===== src/rtl/stopwatch_pkg.sv =====
// Shared types and constants for the stopwatch timekeeping core.
//   state_e   : control FSM states (IDLE, RUN, PAUSE)
//   sw_time_t : packed BCD time {min, sec, hund}, 24 bits
//   to_bcd2   : binary (0..99) to two-digit BCD, used for limit constants
package stopwatch_pkg;

  localparam int unsigned HUND_MAX = 99;
  localparam int unsigned SEC_MAX  = 59;
  localparam int unsigned BCD2_W   = 8;

  typedef enum logic [1:0] {
    ST_IDLE  = 2'd0,
    ST_RUN   = 2'd1,
    ST_PAUSE = 2'd2
  } state_e;

  typedef struct packed {
    logic [BCD2_W-1:0] min;
    logic [BCD2_W-1:0] sec;
    logic [BCD2_W-1:0] hund;
  } sw_time_t;

  // Two-digit BCD encoding of a small binary constant.
  function automatic logic [BCD2_W-1:0] to_bcd2(input int unsigned v);
    return {4'(v / 10), 4'(v % 10)};
  endfunction

endpackage


===== src/rtl/bcd_mod_counter.sv =====
// Two-digit BCD counter that wraps to 00 after MODULO (binary value).
// Ports:
//   clk, rstn  : clock, async active-low reset
//   inc_i      : advance by one
//   clr_i      : synchronous clear (highest priority)
//   hold_i     : freeze the value even when inc_i is set
//   val_o      : current value, tens digit in [7:4]
//   carry_c_o  : combinational, inc_i while the value sits at MODULO
module bcd_mod_counter
  import stopwatch_pkg::*;
#(
  parameter int unsigned MODULO = 99
) (
  input  logic              clk,
  input  logic              rstn,
  input  logic              inc_i,
  input  logic              clr_i,
  input  logic              hold_i,
  output logic [BCD2_W-1:0] val_o,
  output logic              carry_c_o
);

  localparam logic [BCD2_W-1:0] LAST_BCD = to_bcd2(MODULO);

  logic [BCD2_W-1:0] val_q, val_d;
  logic              at_last_c;

  assign at_last_c = (val_q == LAST_BCD);

  // Carry ignores hold so the top level can detect the saturating advance
  // without a combinational loop through hold_i.
  assign carry_c_o = inc_i && at_last_c;

  // Next value: clear, wrap, or BCD increment with tens carry.
  always_comb begin
    val_d = val_q;
    if (clr_i) begin
      val_d = '0;
    end else if (inc_i && !hold_i) begin
      if (at_last_c) begin
        val_d = '0;
      end else if (val_q[3:0] == 4'd9) begin
        val_d = {val_q[7:4] + 4'd1, 4'd0};
      end else begin
        val_d = {val_q[7:4], val_q[3:0] + 4'd1};
      end
    end
  end

  always_ff @(posedge clk or negedge rstn) begin
    if (!rstn) begin
      val_q <= '0;
    end else begin
      val_q <= val_d;
    end
  end

  assign val_o = val_q;

endmodule


===== src/rtl/stopwatch_core.sv =====
// Stopwatch timekeeping core: counts qualified tick_en strobes into BCD
// mm:ss.hh under a start/stop/clear/lap control FSM, saturating at
// MAX_MIN:59.99.
// Ports:
//   clk, rstn    : clock, async active-low reset
//   tick_en      : count strobe from speed control
//   start_stop   : toggles run/pause (pulse)
//   clear        : zeroes everything (pulse, highest priority)
//   lap          : toggles the lap snapshot display (pulse)
//   running      : state is RUN
//   lap_active   : display shows the lap snapshot
//   overflow     : sticky saturation flag
//   hund_bcd, sec_bcd, min_bcd : displayed time, BCD
module stopwatch_core
  import stopwatch_pkg::*;
#(
  parameter int unsigned TICKS_PER_HUND = 1,
  parameter int unsigned MAX_MIN        = 59
) (
  input  logic              clk,
  input  logic              rstn,
  input  logic              tick_en,
  input  logic              start_stop,
  input  logic              clear,
  input  logic              lap,
  output logic              running,
  output logic              lap_active,
  output logic              overflow,
  output logic [BCD2_W-1:0] hund_bcd,
  output logic [BCD2_W-1:0] sec_bcd,
  output logic [BCD2_W-1:0] min_bcd
);

  localparam int unsigned       PRE_W    = 8;
  localparam logic [PRE_W-1:0]  PRE_LAST = PRE_W'(TICKS_PER_HUND - 1);

  state_e           state_q, state_d;
  logic [PRE_W-1:0] pre_q, pre_d;
  sw_time_t         snap_q, snap_d;
  logic             lap_q, lap_d;
  logic             ovf_q, ovf_d;

  sw_time_t         live_c;
  sw_time_t         disp_c;
  logic             counted_c;
  logic             hund_inc_c;
  logic             sec_inc_c;
  logic             min_inc_c;
  logic             sat_c;

  // A strobe counts only in RUN; clear wins over everything.
  assign counted_c  = tick_en && (state_q == ST_RUN) && !clear;
  assign hund_inc_c = counted_c && (pre_q == PRE_LAST);

  // Digit chain; the minutes carry marks an advance past MAX_MIN:59.99,
  // which freezes all three digits instead of wrapping.
  bcd_mod_counter #(.MODULO(HUND_MAX)) u_hund (
    .clk       (clk),
    .rstn      (rstn),
    .inc_i     (hund_inc_c),
    .clr_i     (clear),
    .hold_i    (sat_c),
    .val_o     (live_c.hund),
    .carry_c_o (sec_inc_c)
  );

  bcd_mod_counter #(.MODULO(SEC_MAX)) u_sec (
    .clk       (clk),
    .rstn      (rstn),
    .inc_i     (sec_inc_c),
    .clr_i     (clear),
    .hold_i    (sat_c),
    .val_o     (live_c.sec),
    .carry_c_o (min_inc_c)
  );

  bcd_mod_counter #(.MODULO(MAX_MIN)) u_min (
    .clk       (clk),
    .rstn      (rstn),
    .inc_i     (min_inc_c),
    .clr_i     (clear),
    .hold_i    (sat_c),
    .val_o     (live_c.min),
    .carry_c_o (sat_c)
  );

  // Control FSM, lap snapshot, prescaler and overflow next-state.
  always_comb begin
    state_d = state_q;
    pre_d   = pre_q;
    snap_d  = snap_q;
    lap_d   = lap_q;
    ovf_d   = ovf_q;

    if (clear) begin
      state_d = ST_IDLE;
      pre_d   = '0;
      snap_d  = '0;
      lap_d   = 1'b0;
      ovf_d   = 1'b0;
    end else begin
      // Lap is judged against the pre-transition state.
      if (lap) begin
        if ((state_q == ST_RUN) && !lap_q) begin
          snap_d = live_c;
          lap_d  = 1'b1;
        end else if ((state_q != ST_IDLE) && lap_q) begin
          lap_d  = 1'b0;
        end
      end

      if (start_stop) begin
        case (state_q)
          ST_IDLE:  state_d = ST_RUN;
          ST_RUN:   state_d = ST_PAUSE;
          ST_PAUSE: state_d = ovf_q ? ST_PAUSE : ST_RUN;
          default:  state_d = ST_IDLE;
        endcase
      end else if ((state_q != ST_IDLE) && (state_q != ST_RUN) &&
                   (state_q != ST_PAUSE)) begin
        state_d = ST_IDLE;
      end

      if (counted_c) begin
        pre_d = hund_inc_c ? '0 : pre_q + PRE_W'(1);
      end

      if (sat_c) begin
        ovf_d   = 1'b1;
        state_d = ST_PAUSE;
      end
    end
  end

  always_ff @(posedge clk or negedge rstn) begin
    if (!rstn) begin
      state_q <= ST_IDLE;
      pre_q   <= '0;
      snap_q  <= '0;
      lap_q   <= 1'b0;
      ovf_q   <= 1'b0;
    end else begin
      state_q <= state_d;
      pre_q   <= pre_d;
      snap_q  <= snap_d;
      lap_q   <= lap_d;
      ovf_q   <= ovf_d;
    end
  end

  // Display select: frozen snapshot while a lap is shown.
  assign disp_c     = lap_q ? snap_q : live_c;
  assign hund_bcd   = disp_c.hund;
  assign sec_bcd    = disp_c.sec;
  assign min_bcd    = disp_c.min;
  assign running    = (state_q == ST_RUN);
  assign lap_active = lap_q;
  assign overflow   = ovf_q;

endmodule

===== config.mk =====
export PLATFORM = sky130hd
export DESIGN_NAME = stopwatch_core
export DESIGN_NICKNAME = d
export VERILOG_FILES = /design/src/rtl/stopwatch_pkg.sv /design/src/rtl/bcd_mod_counter.sv /design/src/rtl/stopwatch_core.sv
export SDC_FILE = /design/constraint.sdc
export NUM_CORES = 1
export LEC_CHECK = 0
export ABC_AREA = 1
export CORE_MARGIN = 5
export CORE_UTILIZATION = 50
export DETAILED_ROUTE_END_ITERATION = 7
export DONT_BUFFER_PORTS = 1
export PLACE_DENSITY = 0.71
export SYNTH_ARGS = -nofsm -noshare
export SYNTH_HDL_FRONTEND = slang
export SYNTH_SLANG_ARGS = --single-unit

===== constraint.sdc =====
create_clock -name clk -period 3.1 [get_ports clk]
set_input_delay 0.62 -clock clk [delete_from_list [all_inputs] [get_ports clk]]
set_output_delay 0.62 -clock clk [all_outputs]
set_load 0.05 [all_outputs]

==> summary.md, run 1 <==
| Metric | Value |
|---|---|
| Share of layout cells above drive strength 1 | 17.4% |
| Layout net count | 443 |
| Total CTS buffers | 9 |
| Root Driver | clkbuf_8 |
| Storage element area | 1500 sq um |
| Crit path kind | reg2out |
| Final hold viol count | 0 |
| CP Capture Type | primary output |
| Htree depth | 3 |
| Slew HR | 43.4% |
| CP startpoint kind | register |
| Flop pwr share | 46.5% |
| Initial Utilization | 51.7% |
| Routed vias/inst | 5.35 |
| Worst EP arrival | 1.76 ns |
| Gate power share | 6.6% |
| Vias in the first global route | 2,609 |
| CTS tree | yes |
| Pre-CTS setup slack | 0.981 ns |
| RR Endpoint | snap_q[19] |
| Switch share | 23.4% |
| Minimum clock period | 2.38 ns |
| Min Hold Slack | 0.132 ns |
| Final WS setup | 0.720 ns |
| Io pins | 33 |
| Net Sw Power | 411 uW |
| GR Overflow Total | 0 |
| Count of input and output buffers | 0 |
| RSZ-0062 raised after global routing | false |
| Largest net degree at the start of global routing | 61 |
| Filler Cell Count | 574 |
| P&R area growth vs syn | 14.7% |
| FF-to-FF setup slack | 0.95 ns |
| YS warnings | 0 |
| RR Startpoint | lap_active |
| P per Cell Area | 461 nW/um^2 |
| Postcts setup bufs | 0 |
| Synthesized area | 3320 sq um |
| Max Clk Rate | 420 MHz |
| Type of the most critical hold path | in2async |
| Post-Syn Nets | 417 |
| Worst VDD drop | 0.000360 V |
| Gr usage total | 18.2% |
| Drt first pass iters | 4 |
| DRC viols | 0 |
| Full die area | 8370 sq um |
| Sink Count | 60 |
| Synth Area per Inst | 8.32 sq um |
| Most common cell after layout, fill and taps aside | nand2_1 |
| Critical Path End | min_bcd[7] |
| Finished Layout Cells | 507 |
| Global-route wire length before repair | 12,200 microns |
| Area of the core | 6420 sq um |
| DR vias | 2,713 |
| Post-DP HPWL | 4800 microns |
| RD Place Congestion | 0.796 |
| Fin crit share | 76.8% |
| # setup viols final | 0 |
| Total Wirelength | 7120 microns |
| Synthesized instance count | 399 |
| N_diodes | 0 |
| Die Ht | 91.5 microns |
| Sequential area share after synthesis | 45.2% |
| Setup clock skew after layout | 0.0125 ns |
| Setup TNS Final | 0 ns |
| Clk buf depth | 2 |
| CP Launch Point | lap_active |
| Clk Latency, worst-skew pair | 0.34 ns |
| Row cnt | 29 |
| Area of the multi-input gates | 1520 sq um |
| Leak | 0.00175 uW |
| Post-synthesis register bit count | 60 |
| Die Wd | 91.5 microns |
| ANT nets after route | 0 |
| R2R depth | 5 |
| Most frequent cells in the layout | nand2_1, dfrtp_1, inv_1 |
| CP Max Fanout | 51 |
| Pint | 1340 uW |
| Distinct cells, synth | 36 |
| Max-slew violation total from the final report | 0 |
| Antenna violations before repair | 0 |
| Worst EP required | 2.48 ns |
| Clock group share of total power | 47.0% |
| Max Cap Viol | 0 |
| Clock slew at reported path FFs | 0.07 ns |
| Status | completed |
| Worst-Margin Slew | 0.849 ns |
| Number of instances in the placed design | 490 |
| DR WL/cell | 14.0 microns |
| DR iter-0 viols | 144 |
cell usage after synthesis, drive strengths merged:
library cell / instances / area (sq um)
nand3: 24 / 130
xor2: 10 / 87.6
nor2: 21 / 113
nor3b: 1 / 18.8
o21bai: 1 / 11.3
dfrtp: 60 / 1500
o22ai: 20 / 125
nand2: 84 / 343
a211oi: 1 / 12.5
o21ai: 58 / 313
a31o: 1 / 8.76
a21oi: 14 / 70.1
clkbuf: 6 / 22.5
o32ai: 1 / 8.76
nor3: 2 / 10.0
nand4: 5 / 31.3
inv: 63 / 236
nor4: 1 / 6.26
buf: 6 / 45.0
nand3b: 1 / 7.51
or2: 2 / 12.5
xnor2: 4 / 35.0
ha: 12 / 150
a31oi: 1 / 21.3
stage by stage:
step                      instance area, sq um  total power [uW]  utilization [%]
after floorplan                           3320               907                -
after global placement                    3550               924             55.2
after detailed placement                  3550               926             55.2
after CTS                                 3810              1770             59.3
after global routing                      3810              1820             59.3
final                                     3810              1760             59.3
worst max-delay path: stages, from the launching register on:
cell and delay [ns]:
dfrtp_2 0.92, nand2_1 0.13, o21ai_1 0.14, buf_4 0.23
state kept, by name (all words and copies together), names as in the netlist:
register,flops
lap_active,1
u_min.val_o,8
u_sec.val_o,8
state_q,2
u_hund.val_o,8
snap_q,24
overflow,1
pre_q,8
repair_timing:
item / in CTS / in global routing
gates resized for setup: 0 / 0
endpoints found under the hold margin: 60 / 0
hold buffers: 1 / 0
final cells by class:
cell class	instances	area share, %
Inverter	63	6.21
Clock inverter	3	1.77
Timing Repair Buffer	27	5.85
Sequential cell	60	39.4
Tap cell	77	2.53
Multi-Input combinational cell	264	39.8
Clock buffer	13	4.43
per-layer routing:
metal	GRT usage, %	vias to the layer above	part of all wire, %
met5	0	-	0
met4	9.05	0	2.0
met3	3.39	12	5.5
met2	28.4	79	47
met1	24.2	1268	45
li1	-	1354	-
power groups by stage:
stage / sequential (uW) / clock [uW] / combinational (uW)
3_5_place_dp: 830 / 0 / 96.1
5_1_grt: 818 / 878 / 128
6_report: 816 / 825 / 115
4_1_cts: 815 / 838 / 117
3_3_place_gp: 829 / 0 / 94.7
2_1_floorplan: 820 / 0 / 86.7
cell families (layout without fill, tap and decap cells):
family / count (synthesis) / after routing / share of synthesized area (%)
AOI/OAI and AO/OA: 97 / 97 / 17.2
xor gates and xnor gates: 14 / 14 / 3.69
buffers and inverters: 75 / 106 / 9.16
DFF: 60 / 60 / 45.2
and+or+nand+nor: 141 / 141 / 20.2
adders and majority gates: 12 / 12 / 4.52
worst min path at each step:
| stage | from | end | slack, ns | cells past startpoint |
|---|---|---|---|---|
| after CTS | rstn | snap_q[3] | 0.14 | 1 |
| after floorplan | rstn | lap_active | 0.32 | 0 |
| after global routing | rstn | snap_q[3] | 0.15 | 1 |
| after detailed placement | rstn | snap_q[3] | 0.33 | 0 |
| final | rstn | snap_q[3] | 0.13 | 1 |
| after global placement | rstn | u_hund.val_o[3] | 0.33 | 0 |
No activity file was read; power rests on OpenSTA's default activity.
==> run 2, diff against run 1 <==
Clock period 3.1 ns to 2.3 ns, I/O delays scaled along.
==> run 2 against run 1 <==
Against the previous run:
- via count fell by 1.5%
- critical path depth rose by 1
- non-clock buffer count rose by 2
- global-route usage fell by 0.43 points
==> summary.md, run 2 (synthesis gave the netlist of run 1 again) <==
| Metric | Value |
|---|---|
| Status | completed |
| Crit path kind | reg2out |
| Max Cap Viol | 0 |
| DRC viols | 0 |
| Worst EP arrival | 1.60 ns |
| Antenna violations before repair | 0 |
| Worst VDD drop | 0.000319 V |
| Fin crit share | 89.6% |
| Most frequent cells in the layout | nand2_1, dfrtp_1, inv_1 |
| Most flops, register | snap_q |
| Htree depth | 3 |
| P&R area growth vs syn | 15.6% |
| DR vias | 2,673 |
| Vias in the first global route | 2,564 |
| Initial Utilization | 51.7% |
| Total Wirelength | 6930 microns |
| CTS tree | yes |
| Area of the core | 6420 sq um |
| Max FFs per register | 24 |
| Pre-CTS setup slack | 0.505 ns |
| Crit path largest cell delay | 0.65 ns |
| Post-cts sizing count | 0 |
| GR Overflow Total | 0 |
| Setup clock skew after layout | 0.00577 ns |
| RD Place Congestion | 0.831 |
| Die Ht | 91.5 microns |
| Max-slew violation total from the final report | 0 |
| Count of input and output buffers | 0 |
| Leak | 0.00177 uW |
| Gr usage total | 17.7% |
| Setup TNS Final | 0 ns |
| Share of layout cells above drive strength 1 | 17.8% |
| CP startpoint kind | register |
| Design Area, Final | 3840 sq um |
| Routed vias/inst | 5.25 |
| Most common cell after layout, fill and taps aside | nand2_1 |
| Pwr Total | 2370 uW |
| Post-DP HPWL | 4840 microns |
| Post-DP Area | 3570 sq um |
| RSZ-0062 raised after global routing | false |
| Slowest-stage cell, CP | dfrtp_2 |
| Clock slew at reported path FFs | 0.07 ns |
| CP Capture Type | primary output |
| Max Clk Rate | 485 MHz |
| Io pins | 33 |
| ANT nets after route | 0 |
| DR iter-0 viols | 149 |
| Total CTS buffers | 9 |
| N_diodes | 0 |
| Clk buf depth | 2 |
| CP Max Fanout | 30 |
| Layout net count | 445 |
| Final hold viol count | 0 |
| Die Wd | 91.5 microns |
| P per Cell Area | 618 nW/um^2 |
| Worst-Margin Slew | 0.619 ns |
| Sink Count | 60 |
| Minimum clock period | 2.06 ns |
| Root Driver | clkbuf_8 |
| Slew HR | 58.8% |
| Drt first pass iters | 4 |
| DR WL/cell | 13.6 microns |
| Worst-path cell chain | buf_12 -> nand2_1 -> o21ai_1 -> buf_4 |
| Type of the most critical hold path | in2reg |
| Clk Latency, worst-skew pair | 0.34 ns |
| # setup viols final | 0 |
| Row cnt | 29 |
| Worst EP required | 1.84 ns |
| Full die area | 8370 sq um |
| Final WS setup | 0.239 ns |
| Number of instances in the placed design | 491 |
| Finished Layout Cells | 509 |
| Global-route wire length before repair | 12,000 microns |
| Largest net degree at the start of global routing | 61 |
## run 2: report_power, final
group | internal (uW) | switching (uW) | total, uW
Combinational | 46.6 | 123 | 170
Clock | 695 | 415 | 1110
Sequential | 1070 | 20.4 | 1090
Total | 1810 | 559 | 2370
## run 2: layer usage
layer | vias to the layer above | track usage [%] | share of wire [%]
met5 | - | 0 | 0
met3 | 7 | 3.72 | 4.7
met4 | 0 | 8.29 | 1.0
met1 | 1246 | 24.5 | 48
met2 | 55 | 26.6 | 46
li1 | 1365 | - | -
## run 2: metrics by stage
stage	hold WS, ns	util [%]
3_5_place_dp	0.167	55.5
3_3_place_gp	0.167	55.5
2_1_floorplan	0.164	-
5_1_grt	0.161	59.8
6_report	0.182	59.8
4_1_cts	0.167	59.8
## run 2: final timing paths
check                                startpoint        endpoint  slack, ns  depth (start not counted)
min in group asynchronous                  rstn        pre_q[4]       0.65                          2
worst min-delay path                      clear        overflow       0.18                          1
worst min register to register   u_sec.val_o[3]  u_sec.val_o[3]       0.48                          2
worst max register to register  u_hund.val_o[1]  u_min.val_o[6]       0.49                         11
max in group asynchronous                  rstn      lap_active       1.39                          2
worst max-delay path                 lap_active     hund_bcd[5]       0.24                          4
## run 2: worst max-delay path: cells and delay by family, from the launching register on
| family | cells | cell delay (ns) |
|---|---|---|
| buffers and inverters | 2 | 0.45 |
| flip-flops | 1 | 0.65 |
| AND/OR/NAND/NOR | 1 | 0.06 |
| AO/OA/AOI/OAI | 1 | 0.09 |
## run 2: area by class of cell
type / count / area (sq um)
clock buffers: 12 / 165
clock inverters: 4 / 70.1
fillers: 535 / 2580
inverters: 63 / 236
multi-input cells: 264 / 1520
flip-flops and latches: 60 / 1500
well taps: 77 / 96.3
repair buffers: 29 / 253
## run 2: what timing repair did
| item | CTS | global route |
|---|---|---|
| hold buffers | 2 | 0 |
| setup buffers | 0 | 0 |
| endpoints found under the hold margin | 60 | 0 |
==> run 3, diff against run 2 <==
Settings changed: GPL_TIMING_DRIVEN set to 0.
==> run 3 against run 2 <==
Against the previous run:
- via count is 1.6% higher
- cell area fell by 0.16%
- total power is 10% lower
- utilization decreased by 0.097 points
- register-to-register slack worse by 0.07 ns
- die area stayed put
- flip-flop and latch count unchanged
- global-route usage increased by 1.4 points
- sequential power hardly changed
- the run now ends with negative hold slack left
- sequential share of layout area up 0.13 points
==> summary.md, run 3 (synthesis gave the netlist of run 1 again) <==
| Metric | Value |
|---|---|
| Max-slew violation total from the final report | 0 |
| CTS tree | yes |
| Finished Layout Cells | 492 |
| Clock slew at reported path FFs | 0.06 ns |
| CP startpoint kind | register |
| # setup viols final | 0 |
| Max FFs per register | 24 |
| Htree depth | 3 |
| DRC viols | 0 |
| Minimum clock period | 2.20 ns |
| P per Cell Area | 555 nW/um^2 |
| Most common cell after layout, fill and taps aside | nand2_1 |
| Worst VDD drop | 0.000387 V |
| Sink Count | 60 |
| Setup clock skew after layout | 0.00441 ns |
| Status | finished, violations left |
| Full die area | 8370 sq um |
| Io pins | 33 |
| Largest net degree at the start of global routing | 61 |
| Worst-Margin Slew | 0.625 ns |
| ANT nets after route | 0 |
| Number of instances in the placed design | 476 |
| CP Capture Type | primary output |
| Most flops, register | snap_q |
| DR iter-0 viols | 213 |
| Vias in the first global route | 2,553 |
| Gr usage total | 19.2% |
| Fin crit share | 95.5% |
| Total CTS buffers | 9 |
| Failing checks | negative hold slack |
| Global-route wire length before repair | 12,700 microns |
| Routed vias/inst | 5.52 |
| Row cnt | 29 |
| Setup TNS Final | 0 ns |
| GR Overflow Total | 0 |
| CP Max Fanout | 10 |
| Die Ht | 91.5 microns |
| Final hold viol count | 17 |
| Min Hold Slack | -0.0124 ns |
| Drt first pass iters | 4 |
| Initial Utilization | 51.7% |
| Leak | 0.00169 uW |
| Slowest-stage cell, CP | dfrtp_4 |
| DR WL/cell | 15.4 microns |
| Die Wd | 91.5 microns |
| Share of layout cells above drive strength 1 | 19.5% |
| Crit path kind | reg2out |
| Type of the most critical hold path | in2async |
| DR vias | 2,715 |
| Root Driver | clkbuf_8 |
| Clk Latency, worst-skew pair | 0.34 ns |
| Max Clk Rate | 455 MHz |
| Max Cap Viol | 0 |
| Slew HR | 58.3% |
| P&R area growth vs syn | 15.4% |
| Worst-path cell chain | buf_4 -> clkbuf_4 -> nand2_1 -> o21ai_4 |
| Count of input and output buffers | 0 |
| Filler Cell Count | 535 |
| Worst EP required | 1.84 ns |
| Clk buf depth | 2 |
| CP Launch Point | lap_active |
| Worst EP arrival | 1.74 ns |
| RSZ-0062 raised after global routing | false |
| Total Wirelength | 7570 microns |
| N_diodes | 0 |
| Area of the core | 6420 sq um |
| Layout net count | 429 |
| RR Startpoint | u_hund.val_o[5] |
| Most frequent cells in the layout | nand2_1, dfrtp_1, inv_1 |
| RD Place Congestion | 0.867 |
| Post-DP HPWL | 5340 microns |
| Antenna violations before repair | 0 |
| Crit path largest cell delay | 0.57 ns |
-- run 3: layout make-up --
class / instances / area (sq um) / area share (%)
buffer: 12 / 80.1 / 2.09
clock buffer: 13 / 159 / 4.15
clock inverter: 2 / 10.0 / 0.261
inverter: 63 / 236 / 6.17
multi-input combinational: 264 / 1720 / 44.8
sequential: 60 / 1510 / 39.3
tap: 77 / 96.3 / 2.51
timing repair buffer: 1 / 27.5 / 0.718
-- run 3: power by group --
group / internal (uW) / switching, uW
sequential: 1070 / 18.5
combinational: 48.0 / 148
clock: 441 / 397
total: 1560 / 564
-- run 3: final timing paths --
check,endpoint,slack (ns),cells after the start
worst max register to register,u_min.val_o[4],0.42,11
worst max-delay path,min_bcd[3],0.10,4
max in group asynchronous,lap_active,2.06,1
worst min-delay path,u_hund.val_o[2],-0.01,1
worst min register to register,u_sec.val_o[3],0.47,2
min in group clk,state_q[0],0.27,2
-- run 3: critical path: cells and delay by family (launching register included) --
kind            cells  cell delay (ns)
flops               1             0.57
buf+inv             2             0.52
compound gates      1             0.18
simple gates        1             0.11
-- run 3: what timing repair did --
action | 4_1_cts | 5_1_grt
endpoints found under the setup margin | 24 | 16
gates resized for setup | 38 | 12
hold buffers | 1 | 0
pin swaps | 1 | 0
setup buffers | 0 | 0
hold endpoints to repair | 60 | 0
-- run 3: metrics by stage --
| stage | worst slack (ns) | total power [uW] | cell area [sq um] | util [%] |
|---|---|---|---|---|
| 2_1_floorplan | -0.145 | 1220 | 3320 | - |
| 3_3_place_gp | -0.506 | 1260 | 3420 | 53.2 |
| 3_5_place_dp | -0.518 | 1260 | 3420 | 53.2 |
| 4_1_cts | -0.171 | 2130 | 3780 | 58.9 |
| 5_1_grt | 0.0112 | 2210 | 3830 | 59.7 |
| 6_report | 0.103 | 2130 | 3830 | 59.7 |
-- run 3: metal layers --
layer / vias up / wire length (microns) / global-route usage (%)
li1: 1337 / - / -
met1: 1320 / 3460 / 26.8
met2: 47 / 3640 / 28.8
met3: 11 / 332 / 3.80
met4: 0 / 141 / 8.54
met5: - / 0 / 0
